[config.mk]
export PLATFORM = sky130hd
export DESIGN_NAME = video_timing_gen_flat
export DESIGN_NICKNAME = d
export VERILOG_FILES = /design/src/rtl/video_timing_gen_pkg.sv /design/src/rtl/video_timing_gen_if.sv /design/src/rtl/video_timing_gen_timing_axis.sv /design/src/rtl/video_timing_gen.sv /design/src/flat_wrapper.sv
export SDC_FILE = /design/constraint.sdc
export NUM_CORES = 1
export LEC_CHECK = 0
export ABC_AREA = 0
export BUFFER_PORTS_ARGS = -buffer_cell sky130_fd_sc_hd__buf_4
export CORE_ASPECT_RATIO = 1.2
export CORE_MARGIN = 1
export CORE_UTILIZATION = 61
export CTS_CLUSTER_DIAMETER = 150
export DETAILED_ROUTE_END_ITERATION = 12
export PLACE_DENSITY = 0.88
export SLEW_MARGIN = 10
export SYNTH_ARGS = -nofsm -noshare
export SYNTH_HDL_FRONTEND = slang
export SYNTH_SLANG_ARGS = --single-unit
[constraint.sdc]
create_clock -name i_clk -period 2.9 [get_ports i_clk]
set_clock_uncertainty 0.1 [all_clocks]
set_input_delay 0.29 -clock i_clk [delete_from_list [all_inputs] [get_ports i_clk]]
set_output_delay 0.29 -clock i_clk [all_outputs]
set_load 0.01 [all_outputs]
[src/rtl/video_timing_gen_pkg.sv]
// Mode tables and shared helpers for the video timing generator.
// Each mode entry holds the per-axis segment lengths and sync polarity.
package video_timing_pkg;

  typedef struct packed {
    int h_active;
    int h_fp;
    int h_sync;
    int h_bp;
    int v_active;
    int v_fp;
    int v_sync;
    int v_bp;
    bit hs_high;
    bit vs_high;
  } mode_t;

  localparam mode_t MODE_640X480_60  = '{640, 16, 96, 48, 480, 10, 2, 33, 1'b0, 1'b0};
  localparam mode_t MODE_800X600_60  = '{800, 40, 128, 88, 600, 1, 4, 23, 1'b1, 1'b1};
  localparam mode_t MODE_1280X720_60 = '{1280, 110, 40, 220, 720, 5, 5, 20, 1'b1, 1'b1};

  function automatic int seg_total(input int active, input int fp, input int sync, input int bp);
    return active + fp + sync + bp;
  endfunction

endpackage

[src/rtl/video_timing_gen_if.sv]
// Timing generator control inputs and decoded timing outputs.
// master = generator side, slave = consumer/driver side.
interface video_timing_gen_if #(
  parameter int X_W  = 12,
  parameter int Y_W  = 11,
  parameter int PC_W = 21
);
  logic            i_en;
  logic            i_restart;
  logic            o_hsync;
  logic            o_vsync;
  logic            o_blank;
  logic            o_de;
  logic [X_W-1:0]  o_x;
  logic [Y_W-1:0]  o_y;
  logic [PC_W-1:0] o_pixel_count;
  logic            o_line_start;
  logic            o_frame_start;

  modport master (
    input  i_en, i_restart,
    output o_hsync, o_vsync, o_blank, o_de, o_x, o_y, o_pixel_count,
           o_line_start, o_frame_start
  );

  modport slave (
    output i_en, i_restart,
    input  o_hsync, o_vsync, o_blank, o_de, o_x, o_y, o_pixel_count,
           o_line_start, o_frame_start
  );
endinterface

[src/rtl/video_timing_gen_timing_axis.sv]
// One timing axis: wrapping counter plus active/sync decode of the current count.
// wrap flags the terminal count; it is not gated by i_step.
module timing_axis
  import video_timing_pkg::*;
#(
  parameter int ACTIVE = 640,
  parameter int FP     = 16,
  parameter int SYNC   = 96,
  parameter int BP     = 48,
  parameter int W      = 12
) (
  input  logic         i_clk,
  input  logic         i_rst,
  input  logic         i_restart,
  input  logic         i_step,
  output logic [W-1:0] count,
  output logic         wrap,
  output logic         active,
  output logic         sync_act
);

  localparam int TOTAL = seg_total(ACTIVE, FP, SYNC, BP);
  localparam logic [W-1:0] LAST       = W'(TOTAL - 1);
  localparam logic [W-1:0] ACTIVE_END = W'(ACTIVE);
  localparam logic [W-1:0] SYNC_START = W'(ACTIVE + FP);
  localparam logic [W-1:0] SYNC_END   = W'(ACTIVE + FP + SYNC);

  logic [W-1:0] count_q, count_d;

  always_comb begin
    count_d = count_q;
    if (i_restart) begin
      count_d = '0;
    end else if (i_step) begin
      count_d = (count_q == LAST) ? '0 : count_q + W'(1);
    end
  end

  always_ff @(posedge i_clk) begin
    if (i_rst) begin
      count_q <= '0;
    end else begin
      count_q <= count_d;
    end
  end

  assign count    = count_q;
  assign wrap     = (count_q == LAST);
  assign active   = (count_q < ACTIVE_END);
  assign sync_act = (count_q >= SYNC_START) && (count_q < SYNC_END);

endmodule

[src/rtl/video_timing_gen.sv]
// Parametrised progressive-scan timing generator: sync/blank/de, coordinates and strobes.
// All outputs are registered one cycle behind the h/v/p counters; i_en=0 freezes everything.
module video_timing_gen
  import video_timing_pkg::*;
#(
  parameter int H_ACTIVE       = MODE_640X480_60.h_active,
  parameter int H_FP           = MODE_640X480_60.h_fp,
  parameter int H_SYNC         = MODE_640X480_60.h_sync,
  parameter int H_BP           = MODE_640X480_60.h_bp,
  parameter int V_ACTIVE       = MODE_640X480_60.v_active,
  parameter int V_FP           = MODE_640X480_60.v_fp,
  parameter int V_SYNC         = MODE_640X480_60.v_sync,
  parameter int V_BP           = MODE_640X480_60.v_bp,
  parameter int HS_ACTIVE_HIGH = 0,
  parameter int VS_ACTIVE_HIGH = 0,
  parameter int X_W            = 12,
  parameter int Y_W            = 11,
  parameter int PC_W           = 21
) (
  input  logic                i_clk,
  input  logic                i_rst,
  video_timing_gen_if.master  vid
);

  localparam int     H_TOTAL     = seg_total(H_ACTIVE, H_FP, H_SYNC, H_BP);
  localparam int     V_TOTAL     = seg_total(V_ACTIVE, V_FP, V_SYNC, V_BP);
  localparam longint FRAME_TOTAL = longint'(H_TOTAL) * longint'(V_TOTAL);
  localparam logic   HS_ON       = (HS_ACTIVE_HIGH != 0);
  localparam logic   VS_ON       = (VS_ACTIVE_HIGH != 0);

  if (H_ACTIVE == 0 || H_FP == 0 || H_SYNC == 0 || H_BP == 0 ||
      V_ACTIVE == 0 || V_FP == 0 || V_SYNC == 0 || V_BP == 0 ||
      X_W == 0 || Y_W == 0 || PC_W == 0) begin : g_bad_zero
    $error("video_timing_gen: zero-valued parameter");
  end
  if (longint'(H_TOTAL) > (longint'(1) << X_W)) begin : g_bad_xw
    $error("video_timing_gen: H_TOTAL does not fit X_W");
  end
  if (longint'(V_TOTAL) > (longint'(1) << Y_W)) begin : g_bad_yw
    $error("video_timing_gen: V_TOTAL does not fit Y_W");
  end
  if (FRAME_TOTAL > (longint'(1) << PC_W)) begin : g_bad_pcw
    $error("video_timing_gen: H_TOTAL*V_TOTAL does not fit PC_W");
  end

  logic [X_W-1:0]  h_count;
  logic [Y_W-1:0]  v_count;
  logic            h_wrap, v_wrap, h_active, v_active, h_sync_act, v_sync_act;
  logic            v_step;
  logic [PC_W-1:0] p_q, p_d;

  assign v_step = vid.i_en && h_wrap;

  timing_axis #(.ACTIVE(H_ACTIVE), .FP(H_FP), .SYNC(H_SYNC), .BP(H_BP), .W(X_W)) u_h_axis (
    .i_clk(i_clk), .i_rst(i_rst), .i_restart(vid.i_restart), .i_step(vid.i_en),
    .count(h_count), .wrap(h_wrap), .active(h_active), .sync_act(h_sync_act)
  );

  timing_axis #(.ACTIVE(V_ACTIVE), .FP(V_FP), .SYNC(V_SYNC), .BP(V_BP), .W(Y_W)) u_v_axis (
    .i_clk(i_clk), .i_rst(i_rst), .i_restart(vid.i_restart), .i_step(v_step),
    .count(v_count), .wrap(v_wrap), .active(v_active), .sync_act(v_sync_act)
  );

  always_comb begin
    p_d = p_q;
    if (vid.i_restart) begin
      p_d = '0;
    end else if (vid.i_en) begin
      p_d = (h_wrap && v_wrap) ? '0 : p_q + PC_W'(1);
    end
  end

  logic            hsync_q, hsync_d, vsync_q, vsync_d, blank_q, blank_d;
  logic            line_start_q, line_start_d, frame_start_q, frame_start_d;
  logic [X_W-1:0]  x_q, x_d;
  logic [Y_W-1:0]  y_q, y_d;
  logic [PC_W-1:0] pc_q, pc_d;

  always_comb begin
    hsync_d       = hsync_q;
    vsync_d       = vsync_q;
    blank_d       = blank_q;
    x_d           = x_q;
    y_d           = y_q;
    pc_d          = pc_q;
    line_start_d  = line_start_q;
    frame_start_d = frame_start_q;
    if (vid.i_restart) begin
      // Pixel (0,0) is always active and never inside a sync pulse.
      hsync_d       = ~HS_ON;
      vsync_d       = ~VS_ON;
      blank_d       = 1'b0;
      x_d           = '0;
      y_d           = '0;
      pc_d          = '0;
      line_start_d  = 1'b1;
      frame_start_d = 1'b1;
    end else if (vid.i_en) begin
      hsync_d       = h_sync_act ~^ HS_ON;
      vsync_d       = v_sync_act ~^ VS_ON;
      blank_d       = !(h_active && v_active);
      x_d           = h_count;
      y_d           = v_count;
      pc_d          = p_q;
      line_start_d  = (h_count == '0);
      frame_start_d = (h_count == '0) && (v_count == '0);
    end
  end

  always_ff @(posedge i_clk) begin
    if (i_rst) begin
      p_q           <= '0;
      hsync_q       <= ~HS_ON;
      vsync_q       <= ~VS_ON;
      blank_q       <= 1'b1;
      x_q           <= '0;
      y_q           <= '0;
      pc_q          <= '0;
      line_start_q  <= 1'b0;
      frame_start_q <= 1'b0;
    end else begin
      p_q           <= p_d;
      hsync_q       <= hsync_d;
      vsync_q       <= vsync_d;
      blank_q       <= blank_d;
      x_q           <= x_d;
      y_q           <= y_d;
      pc_q          <= pc_d;
      line_start_q  <= line_start_d;
      frame_start_q <= frame_start_d;
    end
  end

  assign vid.o_hsync       = hsync_q;
  assign vid.o_vsync       = vsync_q;
  assign vid.o_blank       = blank_q;
  assign vid.o_de          = ~blank_q;
  assign vid.o_x           = x_q;
  assign vid.o_y           = y_q;
  assign vid.o_pixel_count = pc_q;
  assign vid.o_line_start  = line_start_q;
  assign vid.o_frame_start = frame_start_q;

endmodule

[src/flat_wrapper.sv]
// flat-port wrapper written by rule: the top's interface ports become plain ports
module video_timing_gen_flat import video_timing_pkg::*;
#(
  parameter int H_ACTIVE       = MODE_640X480_60.h_active,
  parameter int H_FP           = MODE_640X480_60.h_fp,
  parameter int H_SYNC         = MODE_640X480_60.h_sync,
  parameter int H_BP           = MODE_640X480_60.h_bp,
  parameter int V_ACTIVE       = MODE_640X480_60.v_active,
  parameter int V_FP           = MODE_640X480_60.v_fp,
  parameter int V_SYNC         = MODE_640X480_60.v_sync,
  parameter int V_BP           = MODE_640X480_60.v_bp,
  parameter int HS_ACTIVE_HIGH = 0,
  parameter int VS_ACTIVE_HIGH = 0,
  parameter int X_W            = 12,
  parameter int Y_W            = 11,
  parameter int PC_W           = 21
)
  (i_clk, i_rst, vid_i_en, vid_i_restart, vid_o_hsync, vid_o_vsync, vid_o_blank, vid_o_de, vid_o_x, vid_o_y, vid_o_pixel_count, vid_o_line_start, vid_o_frame_start);
  video_timing_gen_if #(.X_W(X_W), .Y_W(Y_W), .PC_W(PC_W)) vid_i ();
  input  logic i_clk;
  input  logic i_rst;
  input wire logic [$bits(vid_i.i_en)-1:0] vid_i_en;
  input wire logic [$bits(vid_i.i_restart)-1:0] vid_i_restart;
  output wire logic [$bits(vid_i.o_hsync)-1:0] vid_o_hsync;
  output wire logic [$bits(vid_i.o_vsync)-1:0] vid_o_vsync;
  output wire logic [$bits(vid_i.o_blank)-1:0] vid_o_blank;
  output wire logic [$bits(vid_i.o_de)-1:0] vid_o_de;
  output wire logic [$bits(vid_i.o_x)-1:0] vid_o_x;
  output wire logic [$bits(vid_i.o_y)-1:0] vid_o_y;
  output wire logic [$bits(vid_i.o_pixel_count)-1:0] vid_o_pixel_count;
  output wire logic [$bits(vid_i.o_line_start)-1:0] vid_o_line_start;
  output wire logic [$bits(vid_i.o_frame_start)-1:0] vid_o_frame_start;
  assign vid_i.i_en = vid_i_en;
  assign vid_i.i_restart = vid_i_restart;
  assign vid_o_hsync = vid_i.o_hsync;
  assign vid_o_vsync = vid_i.o_vsync;
  assign vid_o_blank = vid_i.o_blank;
  assign vid_o_de = vid_i.o_de;
  assign vid_o_x = vid_i.o_x;
  assign vid_o_y = vid_i.o_y;
  assign vid_o_pixel_count = vid_i.o_pixel_count;
  assign vid_o_line_start = vid_i.o_line_start;
  assign vid_o_frame_start = vid_i.o_frame_start;
  video_timing_gen #(.H_ACTIVE(H_ACTIVE), .H_FP(H_FP), .H_SYNC(H_SYNC), .H_BP(H_BP), .V_ACTIVE(V_ACTIVE), .V_FP(V_FP), .V_SYNC(V_SYNC), .V_BP(V_BP), .HS_ACTIVE_HIGH(HS_ACTIVE_HIGH), .VS_ACTIVE_HIGH(VS_ACTIVE_HIGH), .X_W(X_W), .Y_W(Y_W), .PC_W(PC_W)) u_core (.i_clk(i_clk), .i_rst(i_rst), .vid(vid_i));
endmodule
==> results of run 1 <==
worst max-delay path, delay by kind of cell (launching register included):
kind / cells / cell delay [ps]
adder cells (fa/ha/maj): 1 / 270
AND/OR/NAND/NOR: 3 / 1070
AO/OA/AOI/OAI: 1 / 150
flip-flops: 1 / 420
repair_timing:
item                                    CTS  global route
endpoints found under the setup margin    0             0
gates resized for setup                   0             0
endpoints found under the hold margin     1             0
hold buffers                              1             0
area by class of cell:
class,instances,area share
Timing Repair Buffer,57,0.0917
Sequential cell,93,0.396
Inverter,11,0.00879
Tap cell,85,0.0226
Clock buffer,12,0.0330
Multi-Input combinational cell,313,0.432
Clock inverter,4,0.0149
state kept, by name, summed over array words and instances, names as in the netlist, 11 cells and up:
signal / count
u_core.p_q: 21
u_core.u_h_axis.count: 12
u_core.u_v_axis.count: 11
u_core.vid.o_pixel_count: 21
u_core.vid.o_x: 12
u_core.vid.o_y: 11
cells in the mapped netlist, types with 2 or more instances:
cell       n
inv_1     10
o22ai_1    2
a22oi_1    3
nand4_1   16
or4b_1     2
nand2_1   22
o41ai_1    2
nor3_1     8
o21ai_0   11
xor2_1     9
o211ai_1   3
or4_1      7
buf_2     13
nand3_1   23
a21oi_1   20
clkbuf_1   7
and4_1     6
mux2i_1   44
ha_1       5
nor4_1     6
and3_1     2
dfxtp_1   93
xnor2_1   11
o31ai_1    6
nor2_1    77
or3_1      6
worst max-delay path by stage:
stage	start	endpoint	slack [ps]	cells past startpoint
after floorplan	u_core.u_h_axis.count[0]$_SDFFE_PP0P_	u_core.u_v_axis.count[8]$_SDFFE_PP0P_	1170	5
after CTS	u_core.u_h_axis.count[1]$_SDFFE_PP0P_	u_core.u_v_axis.count[6]$_SDFFE_PP0P_	840	5
after global placement	vid_i_en	u_core.u_v_axis.count[6]$_SDFFE_PP0P_	820	5
after detailed placement	vid_i_en	u_core.u_v_axis.count[8]$_SDFFE_PP0P_	770	5
final	u_core.u_h_axis.count[1]$_SDFFE_PP0P_	u_core.u_v_axis.count[8]$_SDFFE_PP0P_	830	5
after global routing	u_core.u_h_axis.count[1]$_SDFFE_PP0P_	u_core.u_v_axis.count[8]$_SDFFE_PP0P_	710	5
metal layers:
layer,track usage,vias to the layer above,wire length (um)
li1,-,1661,-
met1,0.297,1649,3600
met2,0.462,105,4450
met3,0.0633,17,421
met4,0.103,0,151
met5,0,-,0
cell families (layout without fill, tap and decap cells):
kind of cell    after synthesis  in the layout  share of synthesized area
compound gates               53             53                     0.0826
xor+xnor                     20             20                     0.0433
buf+inv                      34             84                     0.0377
fa+ha+maj                     5              5                     0.0155
mux                          44             44                      0.109
flops                        93             93                      0.460
simple gates                191            191                      0.252
power breakdown:
part / switching [mW] / total [mW] / internal (mW)
Clock: 0.439 / 0.969 / 0.530
Combinational: 0.0549 / 0.0882 / 0.0332
Sequential: 0.00473 / 1.29 / 1.28
==> flow_summary.json, run 1 <==
{
  "timing.hold.worst.class": "input pin to register",
  "finish.cell_count_without_fillers": 575,
  "synth_warnings": 0,
  "final_layout_size_suffix_gt1_frac": 0.169,
  "grt_pass1_vias": 3180,
  "cts_root_buf": "clkbuf_8",
  "fin_total_pwr_mw": 2.34,
  "grt_antenna_before_repair": 0,
  "leakage_power_nw": 1.78,
  "syn_area_per_cell_um2": 9.19,
  "die_x_um": 76.3,
  "critical_path.max_stage_delay_ps": 570,
  "rows": 32,
  "fillerInstances": 459,
  "timing.fmax_ghz": 0.484,
  "utilization": 0.733,
  "drt_drc_violations_left": 0,
  "setup.worst_path.start_class": "register",
  "finalWorstPathRequiredPeriod_ps": 2070,
  "regToRegSetupSlack_ps": 830,
  "tns_ps": 0,
  "register_area_mm2": 0.00186,
  "report.final.setup_viol": 0,
  "critPathCaptureType": "register",
  "floorplan.die.height_um": 91.2,
  "tritoncts_clock_tree": "built",
  "cts_num_sinks": 93,
  "cp_data_arrival_time_ps": 2270,
  "yosys.area.top_type_share": 0.460,
  "hold_violations": 0,
  "worst-slew-pin-transition_ps": 685,
  "synth.distinct_cells": 52,
  "final_cycle_utilization_of_the_critical_path": 0.712,
  "slew_headroom": 0.541,
  "cts-root-to-sink-buffers": 2,
  "syn_area_mm2": 0.00405,
  "run_status": "completed",
  "crit_path_cell_trace": "ha_1, and4_4, nand4_4, or4_1, a21oi_1",
  "gp_congestion": 0.864,
  "postSynthCellCount": 440,
  "r2r-start": "u_core.u_h_axis.count[1]$_SDFFE_PP0P_",
  "critPathMaxFanout": 15,
  "routed-via-count": 3432,
  "synth_fp_nets": 449,
  "worst_hold_path.endpoint": "u_core.vid.o_line_start$_SDFFE_PP0P_",
  "finalWirelength_um": 8630,
  "hold_path_startpoint": "vid_i_restart",
  "timing.reg2reg.worst_path_depth": 5,
  "worst_path_max_delay_cell": "or4_1",
  "via_per_inst": 5.97,
  "maxCapViolCount": 0,
  "first_iter_violations": 192,
  "synth_flop_cell": "dfxtp_1",
  "grt_overflow_total": 0,
  "die_area_mm2": 0.00696,
  "cts-buffers-inserted": 9,
  "final_common_cell": "dfxtp_1",
  "post_dp_cell_area_mm2": 0.00446,
  "hold-path-cell-count": 3,
  "synth-seq-area-share": 0.460,
  "ys_seq_elements": 93,
  "place_inst": 558,
  "multi_input_area_mm2": 0.00203,
  "dp.final_hpwl_um": 5890,
  "port_buffers": 53,
  "fraction_of_registers_with_async_set_reset": 0,
  "layout_common_cells": "93 x dfxtp_1, 77 x nor2_1, 56 x buf_4",
  "synthToLayoutAreaGrowth_pct": 16.1,
  "route.detailed.wl_per_inst_um": 15.0,
  "yosys.area.top_type": "dfxtp_1",
  "detailedRoute.firstPassIterationCount": 5,
  "post-cts-setup-buffers": 0,
  "first_pass_grt_wire_length_um": 14500,
  "num_io_pins": 54,
  "total_power_per_unit_cell_area_mw_per_mm2": 499,
  "grt_start_max_net_pins": 35,
  "slew_viol_final": 0,
  "number_of_enable_flip_flop_cells_after_synthesis": 0,
  "cts_htree_levels": 3,
  "hold_slack_ps": 133,
  "rr_endpoint": "u_core.u_v_axis.count[8]$_SDFFE_PP0P_",
  "finalNetCount": 494,
  "cts.reportedPaths.clkPinSlew_ps": 90,
  "post-route-cell-area_mm2": 0.00470,
  "worst-endpoint-required_ps": 3110,
  "floorplan.initialDensity": 0.631,
  "path_class": "register to register",
  "gr-usage-all-layers": 0.260,
  "pre_cts_slack_ps": 774,
  "peakVddDrop_uv": 389,
  "drt.antenna.violating_nets": 0,
  "cells_taking_the_most_area_after_synthesis": "dfxtp_1 46%, mux2i_1 11%, nor2_1 7.1%",
  "coreArea_mm2": 0.00641,
  "grt_setup_unrepaired": "no",
  "fin_ws_ps": 834,
  "diodes_inserted": 0,
  "clk_latency_ps": 370
}
Note: power is estimated with default switching activity, not from simulation.
==> inputs of run 2 (changes only) <==
--- a/config.mk
+++ b/config.mk
@@ -9,10 +9,10 @@
 export BUFFER_PORTS_ARGS = -buffer_cell sky130_fd_sc_hd__buf_4
 export CORE_ASPECT_RATIO = 1.2
 export CORE_MARGIN = 1
-export CORE_UTILIZATION = 61
+export CORE_UTILIZATION = 57
 export CTS_CLUSTER_DIAMETER = 150
 export DETAILED_ROUTE_END_ITERATION = 12
-export PLACE_DENSITY = 0.88
+export PLACE_DENSITY = 0.83
 export SLEW_MARGIN = 10
 export SYNTH_ARGS = -nofsm -noshare
 export SYNTH_HDL_FRONTEND = slang
==> constraint.sdc (replaced) <==
create_clock -name i_clk -period 1.99 [get_ports i_clk]
set_clock_uncertainty 0.1 [all_clocks]
set_input_delay 0.199 -clock i_clk [delete_from_list [all_inputs] [get_ports i_clk]]
set_output_delay 0.199 -clock i_clk [all_outputs]
set_load 0.01 [all_outputs]
==> flow_summary.json, run 2 (synthesis gave the netlist of run 1 again) <==
{
  "gr-usage-all-layers": 0.262,
  "die_x_um": 78.9,
  "hold_slack_ps": 58.7,
  "slew_headroom": 0.639,
  "slew_viol_final": 0,
  "tns_ps": 0,
  "worst-endpoint-required_ps": 2190,
  "floorplan.die.height_um": 94.3,
  "power.clock.fraction": 0.399,
  "synthToLayoutAreaGrowth_pct": 19.9,
  "hold-path-cell-count": 3,
  "diodes_inserted": 0,
  "peakVddDrop_uv": 588,
  "share_comb_of_total_power": 0.043,
  "hold_violations": 0,
  "cp_data_arrival_time_ps": 2060,
  "timing.fmax_ghz": 0.538,
  "cts-buffers-inserted": 9,
  "final_cycle_utilization_of_the_critical_path": 0.934,
  "final_common_cell": "dfxtp_1",
  "die_area_mm2": 0.00744,
  "first_iter_violations": 177,
  "detailedRoute.firstPassIterationCount": 4,
  "floorplan.initialDensity": 0.590,
  "worst-slew-pin-transition_ps": 542,
  "power.net_switching_mw": 0.726,
  "drt_drc_violations_left": 0,
  "pwr-share-seq": 0.558,
  "cts_htree_levels": 3,
  "startpoint": "u_core.u_h_axis.count[1]$_SDFFE_PP0P_",
  "num_io_pins": 54,
  "clk_latency_ps": 360,
  "rr_endpoint": "u_core.u_v_axis.count[3]$_SDFFE_PP0P_",
  "layout_common_cells": "93 x dfxtp_1, 77 x nor2_1, 76 x buf_4",
  "fillerInstances": 541,
  "route.detailed.wl_per_inst_um": 15.2,
  "dp.final_hpwl_um": 6370,
  "coreArea_mm2": 0.00685,
  "grt_antenna_before_repair": 0,
  "cts.repair.resized": 0,
  "finalWorstPathRequiredPeriod_ps": 1860,
  "tritoncts_clock_tree": "built",
  "regToRegSetupSlack_ps": 130,
  "drt.antenna.violating_nets": 0,
  "p_sw_frac": 0.216,
  "cts_num_sinks": 93,
  "timing.hold.worst.class": "input pin to register",
  "worst_hold_path.endpoint": "u_core.vid.o_line_start$_SDFFE_PP0P_",
  "run_status": "completed",
  "report.final.setup_viol": 0,
  "maxCapViolCount": 0,
  "final_layout_size_suffix_gt1_frac": 0.200,
  "cts-root-to-sink-buffers": 2,
  "first_pass_grt_wire_length_um": 15000,
  "finalNetCount": 515,
  "port_buffers": 53,
  "grt_setup_unrepaired": "no",
  "cts_root_buf": "clkbuf_8",
  "critPathMaxFanout": 7,
  "path_class": "register to register",
  "setup.worst_path.start_class": "register",
  "leakage_power_nw": 1.88,
  "grt_start_max_net_pins": 53,
  "gp_congestion": 0.935,
  "grt_overflow_total": 0,
  "routed-via-count": 3443,
  "hold_path_startpoint": "vid_i_restart",
  "r2r-start": "u_core.u_h_axis.count[1]$_SDFFE_PP0P_",
  "cts.reportedPaths.clkPinSlew_ps": 80,
  "timing.reg2reg.worst_path_depth": 6,
  "critPathCaptureType": "register",
  "via_per_inst": 5.76,
  "grt_pass1_vias": 3256,
  "rows": 33,
  "total_power_per_unit_cell_area_mw_per_mm2": 692,
  "finalWirelength_um": 9110,
  "p_int_mw": 2.63
}
[run 2: layer usage]
metal | global-route usage | vias up | routed length, um
met2 | 0.474 | 105 | 4710
met3 | 0.0476 | 20 | 335
met4 | 0.124 | 0 | 199
met5 | 0 | - | 0
met1 | 0.296 | 1613 | 3860
li1 | - | 1705 | -
[run 2: through the flow]
stage / total power [mW] / setup WS (ps) / utilization / instances / instance area, um2
finish: 3.36 / 132 / 0.708 / 598 / 4850
global route: 3.47 / 26.7 / 0.708 / 598 / 4850
CTS: 3.38 / 88.6 / 0.707 / 597 / 4840
detailed placement: 2.06 / 119 / 0.675 / 580 / 4630
global placement: 2.05 / 194 / 0.675 / 580 / 4630
floorplan: 2.01 / 263 / - / 440 / 4050
[run 2: power by group through the flow]
stage | sequential [mW] | clock, mW | combinational, mW
after floorplan | 1.92 | 0 | 0.0904
after global placement | 1.92 | 0 | 0.138
after detailed placement | 1.92 | 0 | 0.141
after CTS | 1.87 | 1.36 | 0.143
after global routing | 1.87 | 1.44 | 0.154
final | 1.87 | 1.34 | 0.143
[run 2: layout make-up]
| type | instances | area (um2) | share of cell area |
|---|---|---|---|
| multi-input cells | 313 | 2030 | 0.419 |
| clock inverters | 4 | 72.6 | 0.0150 |
| flip-flops and latches | 93 | 1860 | 0.384 |
| clock buffers | 12 | 135 | 0.0279 |
| inverters | 11 | 41.3 | 0.00851 |
| repair buffers | 78 | 601 | 0.124 |
| well taps | 87 | 109 | 0.0224 |
[run 2: worst max-delay path by stage]
stage	end	slack, ps	cells past startpoint
after floorplan	u_core.u_v_axis.count[8]$_SDFFE_PP0P_	260	5
after global routing	u_core.vid.o_frame_start$_SDFFE_PP0P_	30	7
final	u_core.u_v_axis.count[3]$_SDFFE_PP0P_	130	6
after detailed placement	u_core.u_v_axis.count[6]$_SDFFE_PP0P_	120	5
after global placement	u_core.u_v_axis.count[6]$_SDFFE_PP0P_	190	5
after CTS	u_core.u_v_axis.count[8]$_SDFFE_PP0P_	90	5
[run 2: critical path, cell delays in order (launching register included)]
cell and delay (ps):
dfxtp_1 350, ha_1 230, and4_4 290, nand4_4 140, buf_4 200, or3_1 340, a21oi_1 140
[run 2: timing repair]
action	4_1_cts	5_1_grt
hold endpoints to repair	3	0
buffers inserted	0	1
hold buffers	1	0
endpoints found under the setup margin	0	5
==> inputs of run 3 (changes only) <==
--- a/config.mk
+++ b/config.mk
@@ -9,10 +9,10 @@
 export BUFFER_PORTS_ARGS = -buffer_cell sky130_fd_sc_hd__buf_4
 export CORE_ASPECT_RATIO = 1.2
 export CORE_MARGIN = 1
-export CORE_UTILIZATION = 57
+export CORE_UTILIZATION = 23
 export CTS_CLUSTER_DIAMETER = 150
 export DETAILED_ROUTE_END_ITERATION = 12
-export PLACE_DENSITY = 0.83
+export PLACE_DENSITY = 0.43
 export SLEW_MARGIN = 10
 export SYNTH_ARGS = -nofsm -noshare
 export SYNTH_HDL_FRONTEND = slang
==> flow_summary.json, run 3 (synthesis gave the netlist of run 1 again) <==
{
  "detailedRoute.firstPassIterationCount": 4,
  "drt.antenna.violating_nets": 0,
  "coreArea_mm2": 0.0170,
  "cpLargestDelayFamily": "simple AND/OR/NAND/NOR gates",
  "gp_congestion": 0.815,
  "final_layout_size_suffix_gt1_frac": 0.230,
  "grt_antenna_before_repair": 0,
  "route.detailed.wl_per_inst_um": 14.4,
  "rr_endpoint": "u_core.u_v_axis.count[6]$_SDFFE_PP0P_",
  "dp.final_hpwl_um": 7790,
  "cts_root_buf": "clkbuf_16",
  "path_depth": 5,
  "timing.reg2reg.worst_path_depth": 5,
  "final_common_cell": "dfxtp_1",
  "cts-buffers-inserted": 9,
  "worst-endpoint-required_ps": 2170,
  "first_pass_grt_wire_length_um": 17200,
  "grt_setup_unrepaired": "no",
  "maxCapViolCount": 0,
  "finalNetCount": 529,
  "diodes_inserted": 0,
  "die_area_mm2": 0.0181,
  "slew_viol_final": 0,
  "cp_data_arrival_time_ps": 2070,
  "end_point_of_the_critical_path": "u_core.u_v_axis.count[6]$_SDFFE_PP0P_",
  "finalWorstPathRequiredPeriod_ps": 1890,
  "power.net_switching_mw": 0.836,
  "gr-usage-all-layers": 0.124,
  "floorplan.initialDensity": 0.237,
  "tns_ps": 0,
  "path_class": "register to register",
  "die_x_um": 123,
  "tritoncts_clock_tree": "built",
  "regToRegSetupSlack_ps": 100,
  "critical_path.max_stage_delay_ps": 540,
  "hold_path_startpoint": "vid_i_restart",
  "power.clock.fraction": 0.448,
  "drt_drc_violations_left": 0,
  "hold_violations": 0,
  "cts_num_sinks": 93,
  "worst-slew-pin-transition_ps": 567,
  "via_per_inst": 4.59,
  "report.final.setup_viol": 0,
  "floorplan.die.height_um": 147,
  "cts-root-to-sink-buffers": 2,
  "port_buffers": 53,
  "slew_headroom": 0.622,
  "p_sw_frac": 0.227,
  "cts_htree_levels": 3,
  "routed-via-count": 3399,
  "leakage_power_nw": 1.99,
  "r2r-start": "u_core.u_h_axis.count[1]$_SDFFE_PP0P_",
  "critPathMaxFanout": 6,
  "final_cycle_utilization_of_the_critical_path": 0.950,
  "layout_common_cells": "92 x dfxtp_1, 88 x buf_4, 77 x nor2_1",
  "setup.worst_path.start_class": "register",
  "first_iter_violations": 165,
  "synthToLayoutAreaGrowth_pct": 28.9,
  "num_io_pins": 54,
  "finalWirelength_um": 10700,
  "hold_slack_ps": 70.5,
  "grt_overflow_total": 0,
  "worst_path_max_delay_cell": "or4_1",
  "p_int_mw": 2.85,
  "share_comb_of_total_power": 0.043,
  "timing.hold.worst.class": "input pin to register",
  "timing.fmax_ghz": 0.529,
  "critPathCaptureType": "register",
  "peakVddDrop_uv": 395,
  "crit_path_cell_trace": "ha_1, and4_4, nand4_4, or4_1, a21oi_1",
  "total_power_per_unit_cell_area_mw_per_mm2": 706,
  "fin_total_pwr_mw": 3.68,
  "rows": 52,
  "grt_start_max_net_pins": 53,
  "cts.reportedPaths.clkPinSlew_ps": 70,
  "grt_pass1_vias": 3312,
  "clk_latency_ps": 350,
  "pwr-share-seq": 0.509,
  "worstPathBufferInverterCount": 0,
  "startpoint": "u_core.u_h_axis.count[1]$_SDFFE_PP0P_",
  "run_status": "completed"
}
run 3: what timing repair did:
| action | CTS | global route |
|---|---|---|
| buffers inserted | 0 | 1 |
| setup endpoints to repair | 0 | 27 |
| resized for setup | 0 | 5 |
| hold buffers | 1 | 0 |
| endpoints found under the hold margin | 3 | 0 |
run 3: worst min-delay path by stage:
stage / end / slack, ps / depth (start not counted)
4_1_cts: u_core.vid.o_frame_start$_SDFFE_PP0P_ / 60 / 3
6_report: u_core.vid.o_frame_start$_SDFFE_PP0P_ / 70 / 3
5_1_grt: u_core.vid.o_frame_start$_SDFFE_PP0P_ / 70 / 3
3_3_place_gp: u_core.vid.o_line_start$_SDFFE_PP0P_ / 300 / 2
2_1_floorplan: u_core.vid.o_frame_start$_SDFFE_PP0P_ / 170 / 1
3_5_place_dp: u_core.vid.o_frame_start$_SDFFE_PP0P_ / 300 / 2
run 3: layout make-up:
cell class | count | area [um2]
Clock buffer | 13 | 260
Clock inverter | 3 | 20.0
Fill cell | 1840 | 11800
Inverter | 11 | 41.3
Multi-Input combinational cell | 313 | 2040
Sequential cell | 93 | 1860
Tap cell | 216 | 270
Timing Repair Buffer | 92 | 722
run 3: metal layers:
layer	global-route usage	share of wire	vias up
met5	0	0	-
met4	0.0512	0.016	0
met3	0.0256	0.037	11
met2	0.204	0.48	59
met1	0.155	0.46	1591
li1	-	-	1738
run 3: power by group through the flow:
| stage | Clock [mW] | Combinational (mW) | Sequential [mW] |
|---|---|---|---|
| 6_report | 1.65 | 0.157 | 1.88 |
| 4_1_cts | 1.71 | 0.159 | 1.87 |
| 5_1_grt | 1.78 | 0.172 | 1.88 |
| 3_3_place_gp | 0 | 0.155 | 1.92 |
| 3_5_place_dp | 0 | 0.157 | 1.92 |
| 2_1_floorplan | 0 | 0.0904 | 1.92 |
run 3: worst register-to-register path: stages (launching register included):
cell     delay (ps)
dfxtp_1         400
ha_1            230
and4_4          260
nand4_4         140
or4_1           540
a21oi_1         150
run 3: through the flow:
step | area (um2) | util | instances | worst slack [ps]
after global placement | 4900 | 0.288 | 723 | 75.5
after global routing | 5220 | 0.306 | 741 | 5.29
after detailed placement | 4900 | 0.288 | 723 | 79.6
final | 5220 | 0.306 | 741 | 99.8
after floorplan | 4050 | - | 440 | 263
after CTS | 5190 | 0.305 | 740 | 65.2
